**src/rtl/pwm_timer_pkg.sv**
```systemverilog
// Shared definitions for the PWM/timer output stage: default width and FSM states.
package pwm_timer_pkg;

  localparam int CNT_W_DEFAULT = 16;

  typedef enum logic [1:0] {
    IDLE = 2'd0,
    RUN  = 2'd1,
    DONE = 2'd2
  } state_t;

endpackage

```
**src/rtl/pwm_timer_irq.sv**
```systemverilog
// Sticky interrupt flag: a set in the same cycle as a clear wins; the mask only gates the output.
module pwm_timer_irq (
  input  logic slow_clk,
  input  logic rst,
  input  logic sw_rst,
  input  logic set,
  input  logic clr,
  input  logic en,
  output logic flag,
  output logic irq
);

  always_ff @(posedge slow_clk or posedge rst) begin
    if (rst) begin
      flag <= 1'b0;
    end else if (sw_rst) begin
      flag <= 1'b0;
    end else begin
      flag <= set | (flag & ~clr);
    end
  end

  assign irq = flag & en;

endmodule

```
**src/rtl/pwm_timer_out.sv**
```systemverilog
// PWM / timer output stage: shadowed period and duty, registered PWM compare,
// one-shot/continuous timer FSM and a sticky maskable interrupt.
module pwm_timer_out
  import pwm_timer_pkg::*;
#(
  parameter int CNT_W = CNT_W_DEFAULT
) (
  input  logic             slow_clk,
  input  logic             rst,
  input  logic             sw_rst,
  input  logic             counter_en,
  input  logic             mode,
  input  logic             timer_mode,
  input  logic             out_en,
  input  logic             irq_en,
  input  logic             irq_clr,
  input  logic [CNT_W-1:0] counter,
  input  logic [CNT_W-1:0] period_reg,
  input  logic [CNT_W-1:0] duty_reg,
  output logic             o_pwm,
  output logic             o_irq,
  output logic             o_done,
  output state_t           fsm_state,
  output logic             irq_flag
);

  logic [CNT_W-1:0] period_sh;
  logic [CNT_W-1:0] duty_sh;
  logic [CNT_W-1:0] period_m1;
  logic             mode_q;
  logic             mode_chg;
  logic             period_ok;
  logic             shadow_ld;
  logic             evt_pwm;
  logic             evt_tmr;
  state_t           state;
  state_t           state_nxt;

  assign mode_chg  = (mode != mode_q);
  assign period_ok = (period_sh != '0);
  assign period_m1 = period_sh - CNT_W'(1);
  // Shadows only follow the register file while stopped or at the period start.
  assign shadow_ld = ~counter_en | (counter == '0);

  assign evt_pwm = mode & counter_en & period_ok & ~mode_chg & (counter == period_m1);
  assign evt_tmr = ~mode & counter_en & period_ok & ~mode_chg & (state == RUN) &
                   (counter == period_sh);

  always_ff @(posedge slow_clk or posedge rst) begin
    if (rst) begin
      period_sh <= '0;
      duty_sh   <= '0;
      mode_q    <= 1'b0;
      o_pwm     <= 1'b0;
    end else if (sw_rst) begin
      period_sh <= '0;
      duty_sh   <= '0;
      mode_q    <= 1'b0;
      o_pwm     <= 1'b0;
    end else begin
      mode_q <= mode;
      if (shadow_ld) begin
        period_sh <= period_reg;
        duty_sh   <= duty_reg;
      end
      // A stopped counter holds the last compare result.
      if (mode_chg || !mode) begin
        o_pwm <= 1'b0;
      end else if (counter_en) begin
        o_pwm <= out_en & (counter < duty_sh);
      end
    end
  end

  always_ff @(posedge slow_clk or posedge rst) begin
    if (rst) begin
      state <= IDLE;
    end else if (sw_rst) begin
      state <= IDLE;
    end else begin
      state <= state_nxt;
    end
  end

  always_comb begin
    state_nxt = state;
    if (mode || mode_chg) begin
      state_nxt = IDLE;
    end else begin
      case (state)
        IDLE: if (counter_en) state_nxt = RUN;
        RUN: begin
          if (!counter_en) state_nxt = IDLE;
          else if (evt_tmr && !timer_mode) state_nxt = DONE;
        end
        DONE: if (!counter_en) state_nxt = IDLE;
        default: state_nxt = IDLE;
      endcase
    end
  end

  assign o_done    = (state == DONE);
  assign fsm_state = state;

  pwm_timer_irq u_irq (
    .slow_clk (slow_clk),
    .rst      (rst),
    .sw_rst   (sw_rst),
    .set      (evt_pwm | evt_tmr),
    .clr      (irq_clr),
    .en       (irq_en),
    .flag     (irq_flag),
    .irq      (o_irq)
  );

endmodule
```
**config.mk**
```make
export PLATFORM = sky130hd
export DESIGN_NAME = pwm_timer_out
export DESIGN_NICKNAME = d
export VERILOG_FILES = /design/src/rtl/pwm_timer_pkg.sv /design/src/rtl/pwm_timer_irq.sv /design/src/rtl/pwm_timer_out.sv
export SDC_FILE = /design/constraint.sdc
export NUM_CORES = 1
export LEC_CHECK = 0
export ABC_AREA = 0
export BUFFER_PORTS_ARGS = -buffer_cell sky130_fd_sc_hd__clkbuf_2
export CAP_MARGIN = 20
export CORE_AREA = 2 2 97 99
export CTS_CLUSTER_DIAMETER = 120
export DETAILED_ROUTE_END_ITERATION = 6
export DIE_AREA = 0 0 99 101
export GPL_TIMING_DRIVEN = 1
export HOLD_SLACK_MARGIN = 0.03
export MAX_ROUTING_LAYER = met4
export SLEW_MARGIN = 20
export SYNTH_ARGS = -nofsm -noshare
export SYNTH_HDL_FRONTEND = slang
export SYNTH_SLANG_ARGS = --single-unit
```
**constraint.sdc**
```tcl
create_clock -name slow_clk -period 4.35 [get_ports slow_clk]
set_input_delay 0.6525 -clock slow_clk [delete_from_list [all_inputs] [get_ports slow_clk]]
set_output_delay 0.6525 -clock slow_clk [all_outputs]
set_load 0.01 [all_outputs]
```
==> metrics.txt <==
final setup fails 0; final hold violation count 0; CP Capture Type register; most common cell after layout, fill and taps aside clkbuf_2; dominant cell type by area after synthesis dfrtp_1; Top FF cell, synth dfrtp_1; ys async rst share 100%; vias in the first global route 2,519; cells along the critical path clkbuf_2, nand2b_1, a41oi_4, buf_4, o21ai_0; period utilization 53.8%; TritonCTS buffer count 5; CP Class in -> reg; drt drc 0; drt pass-1 iters 4; Max IR drop VDD 100 uV; status completed; final instance area 0.00317 sq mm; slowest cell delay on critical path 0.62 ns; Max Cap Viol 0; gpl congestion 0.937; Worst Path Arrival 2.49 ns; Slew HR 51.0%; CP Launch Type primary input; DP Area 0.00308 sq mm; FILL cells 909; Max FO, Critical Path 37; DIE WIDTH 99 microns; clock-pin slew on the worst setup and hold paths 0.07 ns; Layout Nets 450; synthesis warning total 0; Critical-path top delay cell a41oi_4; Initial Util 29.5%; syn nets 391; IO Pins 63; Via density 4.91; final total power 841 uW; Slew Limit Fails 0; initial drt markers 138; antenna violations before repair 0; Fin Setup TNS 0 ns; CTS tree built; Placeable Area 0.00898 sq mm; worst hold path class in -> async; H-Tree Depth 2; Mapped Cells 316; post-CTS setup buffer count 0; top cell type's share of synthesized area 34.9%; wire per inst 14.0 microns; Mapped Avg Cell Area 8.39 sq um; worst-margin pin slew 0.733 ns; fmax 428 MHz; I/O Buffers 62; Post-synth EDFFs 0; # rows 35; register area 926 sq um; share of cells above drive strength 1 21.5%; CTS sink cnt 37; CTS resizes 0; number of routed nets with antenna violations 0; Total Routed Length 6.80 mm; area grow syn2layout 19.5%; Longest Clk Path Bufs 2; RSZ-0062 raised after global routing false; min Tclk post-route 2.34 ns; pwr/cell area 266 mW/mm^2; HPWL Detailed 5.55 mm; All-Layer GR Usage 14.9%; FF-to-FF Start period_sh[0]; cell area after synthesis 0.00265 sq mm; synth unique cells 45; Final Skew 0.00725 ns; Req. time, crit path 4.50 ns; first-pass GRT wire length 11.6 mm; vias 2,389; global route overflow 0; Chip Height 101 microns; reg-to-reg critical path endpoint u_irq.flag; Area contributors post-synth dfrtp_1 35%, nand2b_1 8.7%, ha_1 8.5%; multi-input combinational cell area 0.00161 sq mm; post-synthesis register bit count 37; most frequent cells in the layout 62 x clkbuf_2, 41 x nand2_1, 38 x o21ai_0; Leakage 0.00142 uW; Skew-Pair Late Insertion Delay 0.29 ns; Seq/Total Area, Yosys 34.9%; worst reg2reg setup slack 2.11 ns; hold_buf cts 0; Register-to-Register Path Depth 9; n_diodes 0; CTS root buf clkbuf_8; Die ar. 0.0100 sq mm; pin count of the biggest net entering global routing 38
==> synth_stat cells, types with 4 or more instances <==
cell / number
a21o_1: 7
xor2_1: 11
ha_1: 18
nor2b_1: 5
a21oi_1: 9
o21ai_0: 38
nand2_1: 41
nand4_1: 7
dfrtp_1: 37
inv_1: 21
nor2_1: 12
clkbuf_1: 10
nand2b_1: 37
xnor2_1: 13
nor4_1: 9
nor3_1: 5
nand3_1: 4
==> per-stage QoR <==
stage / setup WS, ns / instances / hold WS [ns] / utilization, %
2_1_floorplan: 2.18 / 316 / 0.450 / -
4_1_cts: 1.97 / 487 / 0.468 / 35.3
6_report: 2.01 / 487 / 0.453 / 35.3
3_3_place_gp: 1.75 / 479 / 0.462 / 34.3
3_5_place_dp: 1.66 / 479 / 0.471 / 34.3
5_1_grt: 1.73 / 487 / 0.503 / 35.3
==> layout make-up <==
type,count,share of cell area (%)
clock buffer,6,2.29
inverter,21,2.49
timing repair buffer,64,10.3
tap,111,4.39
multi-input combinational,246,51.0
sequential,37,29.2
clock inverter,2,0.316
==> worst max path at each step <==
stage	start	endpoint
after global placement	sw_rst	period_sh[13]
after floorplan	mode	u_irq.flag
final	sw_rst	duty_sh[15]
after detailed placement	sw_rst	duty_sh[3]
after CTS	sw_rst	duty_sh[3]
after global routing	sw_rst	duty_sh[2]
==> registers in the layout (all words and copies together), names as in the netlist <==
| register | cells |
|---|---|
| period_sh | 16 |
| duty_sh | 16 |
| u_irq.flag | 1 |
| fsm_state | 2 |
| mode_q | 1 |
| o_pwm | 1 |
==> power by group <==
| group | internal (uW) | switching (uW) | leakage [uW] |
|---|---|---|---|
| clock | 111 | 118 | 0.0000450 |
| combinational | 99.2 | 121 | 0.000896 |
| sequential | 366 | 25.4 | 0.000483 |
| total | 576 | 265 | 0.00142 |
==> kinds of logic after synthesis <==
| logic type | share of synthesized area [%] |
|---|---|
| AOI/OAI and AO/OA | 15.1 |
| xor gates and xnor gates | 7.93 |
| adders and majority gates | 8.50 |
| buffers and inverters | 4.86 |
| DFF | 34.9 |
| muxes | 0.378 |
| and+or+nand+nor | 28.3 |
==> worst max-delay path, delay by kind of cell <==
family                 cells  cell delay [ns]
AOI/OAI and AO/OA          2             0.76
buffers and inverters      2             0.75
and+or+nand+nor            1             0.32
==> routing by layer <==
metal / share of wire, % / vias up / global-route usage, %
li1: - / 1199 / -
met1: 44 / 1134 / 17.0
met2: 51 / 48 / 27.4
met3: 3.1 / 8 / 2.22
met4: 1.4 / 0 / 3.79
met5: 0 / - / -
Note: power is estimated with default switching activity, not from simulation.
